$ cat src/rtl/avalon_st_pkg.sv
// Shared types and helpers for the Avalon-ST source, interface and sampler.
package avalon_st_pkg;

    typedef logic [7:0] byte_t;

    typedef enum logic {
        IDLE = 1'b0,
        SEND = 1'b1
    } state_e;

    // Width of the empty field for an N-byte beat; never narrower than one bit.
    function automatic int empty_width(input int n);
        return (n > 1) ? $clog2(n) : 1;
    endfunction

endpackage

$ cat src/rtl/avalon_st_if.sv
// Avalon-ST stream bundle: N-byte data with sop/eop/empty framing and rdy backpressure.
interface avalon_st_if
    import avalon_st_pkg::*;
#(
    parameter int DATA_WIDTH_IN_BYTES = 1
);
    localparam int EMPTY_W = empty_width(DATA_WIDTH_IN_BYTES);

    logic [8*DATA_WIDTH_IN_BYTES-1:0] data;
    logic                             vld;
    logic                             sop;
    logic                             eop;
    logic [EMPTY_W-1:0]               empty;
    logic                             rdy;

    modport source (output data, output vld, output sop, output eop, output empty, input rdy);
    modport sink   (input data, input vld, input sop, input eop, input empty, output rdy);

endinterface

$ cat src/rtl/avalon_st_ramp_beat.sv
// Combinational byte-ramp beat former: byte i of beat k is seed + k*N + i (mod 256).
// Kept stand-alone so a receiving checker can regenerate the same payload.
module avalon_st_ramp_beat
    import avalon_st_pkg::*;
#(
    parameter int DATA_WIDTH_IN_BYTES = 1,
    parameter int BEAT_W              = 10
) (
    input  byte_t                            seed,
    input  logic [BEAT_W-1:0]                beat_idx,
    output logic [8*DATA_WIDTH_IN_BYTES-1:0] data
);

    // Only the low 8 bits of k*N matter, so the product is formed modulo 256.
    always_comb begin
        data = '0;
        for (int i = 0; i < DATA_WIDTH_IN_BYTES; i++) begin
            data[8*i +: 8] = seed
                           + byte_t'(beat_idx) * byte_t'(DATA_WIDTH_IN_BYTES)
                           + byte_t'(i);
        end
    end

endmodule

$ cat src/rtl/avalon_st_pkt_gen.sv
// Avalon-ST packet source: sends one byte-ramp packet per accepted start,
// with sop/eop/empty framing, honouring rdy backpressure. All outputs registered.
module avalon_st_pkt_gen
    import avalon_st_pkg::*;
#(
    parameter int DATA_WIDTH_IN_BYTES = 1,
    parameter int MAX_PKT_BYTES       = 1024,
    localparam int LEN_W              = $clog2(MAX_PKT_BYTES + 1)
) (
    input  logic             clk,
    input  logic             rst_n,
    input  logic             start,
    input  logic [LEN_W-1:0] pkt_len,
    input  byte_t            seed,
    output logic             busy,
    output logic             done,
    output logic [15:0]      pkt_cnt,
    avalon_st_if.source      msg_out
);

    localparam int          N         = DATA_WIDTH_IN_BYTES;
    localparam int unsigned N_U       = DATA_WIDTH_IN_BYTES;
    localparam int          BEATS_MAX = (MAX_PKT_BYTES + N - 1) / N;
    localparam int          BEAT_W    = (BEATS_MAX > 1) ? $clog2(BEATS_MAX) : 1;
    localparam int          EMPTY_W   = empty_width(N);
    localparam int          DATA_W    = 8 * N;

    state_e             state, state_next;
    byte_t              seed_q, seed_d;
    logic [BEAT_W-1:0]  beat_q, beat_d;
    logic [BEAT_W-1:0]  last_q, last_d;
    logic [EMPTY_W-1:0] empty_last_q, empty_last_d;
    logic [DATA_W-1:0]  data_q, data_d;
    logic               vld_q, vld_d;
    logic               sop_q, sop_d;
    logic               eop_q, eop_d;
    logic [EMPTY_W-1:0] empty_q, empty_d;
    logic               busy_d, done_d;
    logic [15:0]        pkt_cnt_d;

    logic [LEN_W-1:0]   len_sat;
    int unsigned        len_i, beats_i;
    logic [BEAT_W-1:0]  last_calc;
    logic [EMPTY_W-1:0] empty_calc;
    logic               accept, xfer, next_is_last;
    byte_t              ramp_seed;
    logic [BEAT_W-1:0]  ramp_idx;
    logic [DATA_W-1:0]  ramp_data;

    assign len_sat = (pkt_len > LEN_W'(MAX_PKT_BYTES)) ? LEN_W'(MAX_PKT_BYTES) : pkt_len;
    assign accept  = (state == IDLE) && start && (pkt_len != '0);
    assign xfer    = (state == SEND) && vld_q && msg_out.rdy;
    assign next_is_last = ((beat_q + BEAT_W'(1)) == last_q);

    // Beat count and tail padding of the requested packet, from the saturated length.
    always_comb begin
        len_i      = 32'(len_sat);
        beats_i    = (len_i + N_U - 1) / N_U;
        last_calc  = BEAT_W'(beats_i - 1);
        empty_calc = EMPTY_W'(beats_i * N_U - len_i);
    end

    // The former builds beat 0 from the live seed when starting, else the next beat.
    assign ramp_seed = (state == IDLE) ? seed : seed_q;
    assign ramp_idx  = (state == IDLE) ? '0 : beat_q + BEAT_W'(1);

    avalon_st_ramp_beat #(
        .DATA_WIDTH_IN_BYTES (N),
        .BEAT_W              (BEAT_W)
    ) u_ramp (
        .seed     (ramp_seed),
        .beat_idx (ramp_idx),
        .data     (ramp_data)
    );

    // State register; reset abandons any packet in flight.
    always_ff @(posedge clk or negedge rst_n) begin
        if (!rst_n) state <= IDLE;
        else        state <= state_next;
    end

    // Next state: leave IDLE on an accepted start, return after the eop handshake.
    always_comb begin
        state_next = state;
        case (state)
            IDLE:    if (accept) state_next = SEND;
            SEND:    if (xfer && eop_q) state_next = IDLE;
            default: state_next = IDLE;
        endcase
    end

    // Output/next-register values: load beat 0 on start, advance only on a handshake.
    always_comb begin
        seed_d       = seed_q;
        beat_d       = beat_q;
        last_d       = last_q;
        empty_last_d = empty_last_q;
        data_d       = data_q;
        vld_d        = vld_q;
        sop_d        = sop_q;
        eop_d        = eop_q;
        empty_d      = empty_q;
        busy_d       = busy;
        done_d       = 1'b0;
        pkt_cnt_d    = pkt_cnt;
        if (accept) begin
            seed_d       = seed;
            beat_d       = '0;
            last_d       = last_calc;
            empty_last_d = empty_calc;
            data_d       = ramp_data;
            vld_d        = 1'b1;
            sop_d        = 1'b1;
            eop_d        = (last_calc == '0);
            empty_d      = (last_calc == '0) ? empty_calc : '0;
            busy_d       = 1'b1;
        end else if (xfer) begin
            if (eop_q) begin
                vld_d     = 1'b0;
                sop_d     = 1'b0;
                eop_d     = 1'b0;
                empty_d   = '0;
                busy_d    = 1'b0;
                done_d    = 1'b1;
                pkt_cnt_d = pkt_cnt + 16'd1;
            end else begin
                beat_d  = beat_q + BEAT_W'(1);
                data_d  = ramp_data;
                sop_d   = 1'b0;
                eop_d   = next_is_last;
                empty_d = next_is_last ? empty_last_q : '0;
            end
        end
    end

    // Registered outputs and packet context.
    always_ff @(posedge clk or negedge rst_n) begin
        if (!rst_n) begin
            seed_q       <= '0;
            beat_q       <= '0;
            last_q       <= '0;
            empty_last_q <= '0;
            data_q       <= '0;
            vld_q        <= 1'b0;
            sop_q        <= 1'b0;
            eop_q        <= 1'b0;
            empty_q      <= '0;
            busy         <= 1'b0;
            done         <= 1'b0;
            pkt_cnt      <= '0;
        end else begin
            seed_q       <= seed_d;
            beat_q       <= beat_d;
            last_q       <= last_d;
            empty_last_q <= empty_last_d;
            data_q       <= data_d;
            vld_q        <= vld_d;
            sop_q        <= sop_d;
            eop_q        <= eop_d;
            empty_q      <= empty_d;
            busy         <= busy_d;
            done         <= done_d;
            pkt_cnt      <= pkt_cnt_d;
        end
    end

    assign msg_out.data  = data_q;
    assign msg_out.vld   = vld_q;
    assign msg_out.sop   = sop_q;
    assign msg_out.eop   = eop_q;
    assign msg_out.empty = empty_q;

endmodule

$ cat src/flat_wrapper.sv
// flat-port wrapper written by rule: the top's interface ports become plain ports
module avalon_st_pkt_gen_flat import avalon_st_pkg::*;
#(
    parameter int DATA_WIDTH_IN_BYTES = 1,
    parameter int MAX_PKT_BYTES       = 1024,
    localparam int LEN_W              = $clog2(MAX_PKT_BYTES + 1)
)
  (clk, rst_n, start, pkt_len, seed, busy, done, pkt_cnt, msg_out_data, msg_out_vld, msg_out_sop, msg_out_eop, msg_out_empty, msg_out_rdy);
  avalon_st_if #(.DATA_WIDTH_IN_BYTES(DATA_WIDTH_IN_BYTES)) msg_out_i ();
  input  logic clk;
  input  logic rst_n;
  input  logic start;
  input  logic [LEN_W-1:0] pkt_len;
  input  byte_t seed;
  output logic busy;
  output logic done;
  output logic [15:0] pkt_cnt;
  output wire logic [$bits(msg_out_i.data)-1:0] msg_out_data;
  output wire logic [$bits(msg_out_i.vld)-1:0] msg_out_vld;
  output wire logic [$bits(msg_out_i.sop)-1:0] msg_out_sop;
  output wire logic [$bits(msg_out_i.eop)-1:0] msg_out_eop;
  output wire logic [$bits(msg_out_i.empty)-1:0] msg_out_empty;
  input wire logic [$bits(msg_out_i.rdy)-1:0] msg_out_rdy;
  assign msg_out_data = msg_out_i.data;
  assign msg_out_vld = msg_out_i.vld;
  assign msg_out_sop = msg_out_i.sop;
  assign msg_out_eop = msg_out_i.eop;
  assign msg_out_empty = msg_out_i.empty;
  assign msg_out_i.rdy = msg_out_rdy;
  avalon_st_pkt_gen #(.DATA_WIDTH_IN_BYTES(DATA_WIDTH_IN_BYTES), .MAX_PKT_BYTES(MAX_PKT_BYTES)) u_core (.clk(clk), .rst_n(rst_n), .start(start), .pkt_len(pkt_len), .seed(seed), .busy(busy), .done(done), .pkt_cnt(pkt_cnt), .msg_out(msg_out_i));
endmodule
$ cat config.mk
export PLATFORM = sky130hd
export DESIGN_NAME = avalon_st_pkt_gen_flat
export DESIGN_NICKNAME = d
export VERILOG_FILES = /design/src/rtl/avalon_st_pkg.sv /design/src/rtl/avalon_st_if.sv /design/src/rtl/avalon_st_ramp_beat.sv /design/src/rtl/avalon_st_pkt_gen.sv /design/src/flat_wrapper.sv
export SDC_FILE = /design/constraint.sdc
export NUM_CORES = 1
export LEC_CHECK = 0
export ABC_AREA = 1
export CORE_UTILIZATION = 35
export DETAILED_ROUTE_END_ITERATION = 7
export PLACE_DENSITY = 0.64
export REMOVE_ABC_BUFFERS = 1
export SYNTH_ARGS = -nofsm -noshare
export SYNTH_HDL_FRONTEND = slang
export SYNTH_SLANG_ARGS = --single-unit
export TNS_END_PERCENT = 5
$ cat constraint.sdc
create_clock -name clk -period 5.2 [get_ports clk]
set_clock_uncertainty 0.15 [all_clocks]
set_input_delay 1.3 -clock clk [delete_from_list [all_inputs] [get_ports clk]]
set_output_delay 1.3 -clock clk [all_outputs]
set_load 0.01 [all_outputs]
# Word-level counts from Yosys, hierarchy flattened
# Cells that the tools add are included.
dict set report totals {
  mem_count 0
  inputBits 23
  ff_bits 59
  latchBits 0
  ramBits 0
  mem_bits_ro 0
  out_inout_bits 30
}
dict set report classes {
  shifts 0
  eq_ne 2
  n_addsub 7
  div_mod_pow 0
  muxes 28
  n_mul 0
  bitwise 2
  order_cmp 1
  reduce_logical 12
}
# op n
set ops {}
lappend ops {{10-bit 2-to-1 mux} 4}
lappend ops {{8-bit 2-to-1 mux} 5}
lappend ops {{10-bit by 1-bit adder with 10-bit output, second input constant} 2}
lappend ops {{10-bit by 1-bit subtractor with 10-bit output, second input constant} 2}
lappend ops {{1-bit 2-to-1 mux} 18}
lappend ops {{16-bit by 1-bit adder with 16-bit output, second input constant} 1}
lappend ops {{11-bit > comparator, second input constant} 1}
lappend ops {{11-bit nonzero test} 1}
lappend ops {{10-bit equality test} 1}
lappend ops {{10-bit zero test} 1}
lappend ops {{8-bit adder} 1}
lappend ops {{1-bit logical AND} 5}
lappend ops {{2-bit AND reduction} 2}
lappend ops {{2-bit nonzero test} 2}
lappend ops {{3-bit AND reduction} 1}
lappend ops {{2-bit != test, second input constant} 1}
lappend ops {{1-bit inverter} 2}
lappend ops {{1-bit one-hot mux with 2 select lines} 1}
lappend ops {{1-bit subtractor} 1}

# Logic depth before layout (Yosys ltp)
dict set report depth {
  word_depth 8
  ltp_mapped 17
  ltp_nobuf 16
}

# By module
# A second synthesis with hierarchy kept.
dict set report hier_totals {
  cells_unflattened 419
  area_unflattened_um2 3433.3
}
# mod area_per_inst_um2 cells_per_inst n_inst
set by_module_without_submodules {}
lappend by_module_without_submodules {avalon_st_pkt_gen 3071.7 359 1}
lappend by_module_without_submodules {avalon_st_ramp_beat 361.6 60 1}

# Worst setup path after synthesis
# OpenSTA, ideal clock, no wires.
dict set report synth_path {
  kind {input-to-reg}
  startpoint {input port pkt_len[4]}
  endpoint {register u_core.eop_q (netlist: u_core.msg_out.eop)}
  slack_ns 2.035
  cell_stages 16
  setup_time_ns 0.117
  path_buffers 1
  arrival_ns 2.899
  cell_sequence {buf_2 > nor2_1 > nand2_1 > nor2_1 > nand2_1 > nand2_2 > nand2_1 > ha_1 > and3_1 > nand3b_1 > nand3_1 > nor2_1 > nand3_1 > nand2_1 > nand2_1 > nand2_1}
}
dict set report synth_between {
  elab_chain_cells 7
}
# element line
set synth_lines {}
lappend synth_lines {{start, declared} flat_wrapper.sv:13} ;# input logic [LEN_W-1:0] pkt_len;
lappend synth_lines {{11-bit > comparator} avalon_st_pkt_gen.sv:50} ;# assign len_sat = (pkt_len > LEN_W'(MAX_PKT_BYTES)) ? LEN_W'(MAX_PKT_BYTES) : pkt_len;
lappend synth_lines {{10-bit 2-to-1 mux} avalon_st_pkt_gen.sv:50}
lappend synth_lines {{10-bit by 1-bit adder with 10-bit output} avalon_st_pkt_gen.sv:58} ;# beats_i = (len_i + N_U - 1) / N_U;
lappend synth_lines {{10-bit by 1-bit subtractor with 10-bit output} avalon_st_pkt_gen.sv:58}
lappend synth_lines {{10-bit by 1-bit subtractor with 10-bit output} avalon_st_pkt_gen.sv:59} ;# last_calc = BEAT_W'(beats_i - 1);
lappend synth_lines {{10-bit zero test} avalon_st_pkt_gen.sv:114} ;# eop_d = (last_calc == '0);
lappend synth_lines {{1-bit 2-to-1 mux} avalon_st_pkt_gen.sv:106} ;# if (accept) begin
lappend synth_lines {{end signal, assigned} avalon_st_pkt_gen.sv:159} ;# eop_q <= eop_d;
lappend synth_lines {{end, declared} avalon_st_pkt_gen.sv:36} ;# logic eop_q, eop_d;
# Parallel ways exist; a longest one is shown, timed or not.
# A chain may end at the register's enable or synchronous reset.

# Worst setup path after layout
# Same ends and word-level chain as after synthesis.

==> results.toml <==
[status]
outcome = "completed"

[clock_network]
holdBufCountCts = 0
clock_sinks = 58
cts_setup_buffers = 0
cts.clk_slew.worst_paths_ps = 80
cts_tree = "yes"
cts-root-buf = "clkbuf_8"
h-tree-depth = 3
cts_buffers = 9
clockBufferDepth = 2
ctsResizeCount = 0
clock_latency_ps = 330

[finish]
drive_gt1_share_pct = 7.51
antennaDiodeCount = 0
finalNetCount = 496
mostFrequentLayoutCell = "nand2_1"
final_cell_mix = "nand2_1, dfrtp_1, clkdlybuf4s50_1, inv_1, nor2_1"
area_growth_syn_to_layout_pct = 24.9
nFillCells = 899
final_util_pct = 45.0

[timing]
worst_pin_slew_ps = 729
slew_headroom_pct = 51.4
setup_viol_count_final = 0
timing.final.crit_share_pct = 67.2
drv_slew = 0
hold_viol_final = 0
setup_tns_ps = 0
rsz0062_at_grt = "false"
max_clock_freq_mhz = 286
post-route-min-period_ps = 3500

[placed_design]
port_buffers = 52
globalplace.congestion = 0.822
dp_hpwl_mm = 5.06

[hold_path]
min-delay-start = "u_core.pkt_cnt[15]"
holdPathStages = 1
hold_class = "flip-flop to flip-flop"
hold_path_end = "u_core.pkt_cnt[15]"

[synthesis]
yosys_warnings = 0
syn_avg_cell_area_sq_um = 8.22
ys_ff_latch = 58
synthCells = 405
netlist-cell-type-count = 42
syn_area_sq_um = 3330
yosysSeqAreaShare_pct = 43.6

[routing]
drt_first_pass_iters = 4
drt-wirelength-per-cell_microns = 11.5
drt_iter0_markers = 90
ant_nets = 0
drc = 0
vias = 2706
post_drt_via_cell_ratio = 4.55
wl_mm = 6.83

[pwr]
power_frac_seq_pct = 51.3
sw_frac_of_total_pct = 24.9
p_sw_w = 0.000218
internal_power_w = 0.000660
cellLeakagePower_nw = 2.09
p_comb_share_pct = 6.4
p_clk_share_pct = 42.3
max-vdd-ir-drop_mv = 0.0948
power_density_nw_per_um2 = 211

[flow_run]
maxCapViolations = 0

[global_routing]
gr-total-overflow = 0
grt_max_degree = 59
antenna_found_initial = 0
grt_pass1_vias = 2614
grt_pass1_wl_mm = 11.7
grt_usage_pct = 14.7

[die]
boundaryPins = 53
die_w_microns = 99.5
dieArea_sq_um = 9910
core-area_sq_um = 9240
start_util_pct = 36.0
rows = 35
die_h_microns = 99.5

[worst_setup_path]
critPathCaptureType = "flip-flop"
crit_required_ps = 5270
crit_path_max_fanout = 9
worst_r2r_endpoint = "u_core.msg_out.data[7]"
rr_worst_depth = 10
start_kind = "primary input"
r2r-start = "u_core.state"
r2r_slack_ps = 2320
crit_type = "primary input to flip-flop"
crit_arrival_ps = 3560
-- power by group through the flow --
stage          Clock (W)  Sequential, W  Combinational (W)
2_1_floorplan          0       0.000460          0.0000226
3_3_place_gp           0       0.000460          0.0000569
3_5_place_dp           0       0.000460          0.0000571
4_1_cts         0.000386       0.000451          0.0000572
5_1_grt         0.000403       0.000451          0.0000635
6_report        0.000372       0.000451          0.0000559
-- layer usage --
| layer | vias up | GRT usage, % | wire (microns) |
|---|---|---|---|
| li1 | 1434 | - | - |
| met1 | 1231 | 19.1 | 3370 |
| met5 | - | 0 | 0 |
| met2 | 39 | 24.7 | 3260 |
| met3 | 2 | 2.95 | 157 |
| met4 | 0 | 4.41 | 41 |
-- layout make-up --
cell class	count	area, sq um	share of cell area [%]
Inverter	51	191	4.60
Clock buffer	10	138	3.31
Timing Repair Buffer	55	538	12.9
Multi-Input combinational cell	286	1640	39.4
Clock inverter	6	42.5	1.02
Tap cell	129	161	3.88
Sequential cell	58	1450	34.9
-- cells in the mapped netlist --
cell	n	area share, %
nand2_1	88	9.9
or2_2	1	0.19
inv_1	50	5.6
nor2_1	45	5.1
a31oi_1	6	1.1
xnor2_1	11	2.9
clkbuf_1	7	0.79
o21bai_1	1	0.23
ha_1	11	4.1
nor2_2	1	0.19
mux2i_1	1	0.30
nand2_2	1	0.19
buf_6	1	0.34
nand4_1	5	0.94
nor2_8	1	0.60
o22ai_1	8	1.5
nor2_4	1	0.34
and3_1	1	0.19
fa_1	1	0.60
a21o_1	1	0.23
nand3_1	22	3.3
clkinv_1	1	0.11
o21ai_0	33	5.0
o211ai_1	1	0.23
xor2_1	19	5.0
nand3_2	1	0.30
nor4_1	1	0.19
o21ai_2	1	0.26
o311ai_0	1	0.26
o31ai_1	1	0.23
nand3b_1	1	0.23
nor3_2	1	0.30
buf_2	1	0.15
a21oi_1	9	1.4
nand4_4	1	0.64
mux2_2	3	1.0
nand3_4	2	1.1
nor3_4	1	0.49
buf_4	1	0.23
o221ai_1	1	0.26
nor3_1	3	0.45
dfrtp_1	58	44
-- worst max path at each step --
stage | from | end | slack [ps] | depth (start not counted)
2_1_floorplan | pkt_len[6] | u_core.beat_q[0] | 1870 | 8
3_3_place_gp | pkt_len[4] | u_core.msg_out.eop | 1480 | 16
6_report | pkt_len[4] | u_core.msg_out.eop | 1700 | 16
5_1_grt | pkt_len[4] | u_core.msg_out.eop | 1540 | 16
4_1_cts | pkt_len[4] | u_core.msg_out.eop | 1730 | 16
3_5_place_dp | pkt_len[4] | u_core.msg_out.eop | 1380 | 16
-- critical path: stages --
cell and delay, ps:
clkdlybuf4s50_1 530, nor2_1 150, nand2_1 60, nor2_1 130
nand2_1 100, nand2_2 150, nand2_1 110, ha_1 240
and3_1 230, nand3b_1 190, nand3_1 100, nor2_1 40
nand3_1 70, nand2_1 50, nand2_1 50, nand2_1 40
-- logic make-up after synthesis --
group | count (synthesis) | share of synthesized area, %
AOI/OAI and AO/OA | 63 | 10.6
xor gates and xnor gates | 30 | 7.89
adders and majority gates | 12 | 4.74
buffers and inverters | 61 | 7.25
DFF | 58 | 43.6
muxes | 4 | 1.32
and+or+nand+nor | 177 | 24.6
-- sequential cells by signal, indices dropped and copies added, names as in the netlist --
register,flops
u_core.beat_q,10
u_core.done,1
u_core.last_q,10
u_core.msg_out.data,8
u_core.msg_out.empty,1
u_core.msg_out.eop,1
u_core.msg_out.sop,1
u_core.msg_out.vld,1
u_core.pkt_cnt,16
u_core.seed_q,8
u_core.state,1
-- per-stage QoR --
| step | hold slack [ps] | cell area, sq um | setup WS [ps] | instances | power, W |
|---|---|---|---|---|---|
| 3_5_place_dp | 317 | 3980 | 1380 | 579 | 0.000517 |
| 4_1_cts | 327 | 4160 | 1730 | 595 | 0.000894 |
| 6_report | 325 | 4160 | 1700 | 595 | 0.000879 |
| 2_1_floorplan | 303 | 3280 | 1870 | 395 | 0.000482 |
| 5_1_grt | 349 | 4160 | 1540 | 595 | 0.000918 |
| 3_3_place_gp | 309 | 3980 | 1480 | 579 | 0.000517 |
No activity file was read; power rests on OpenSTA's default activity.
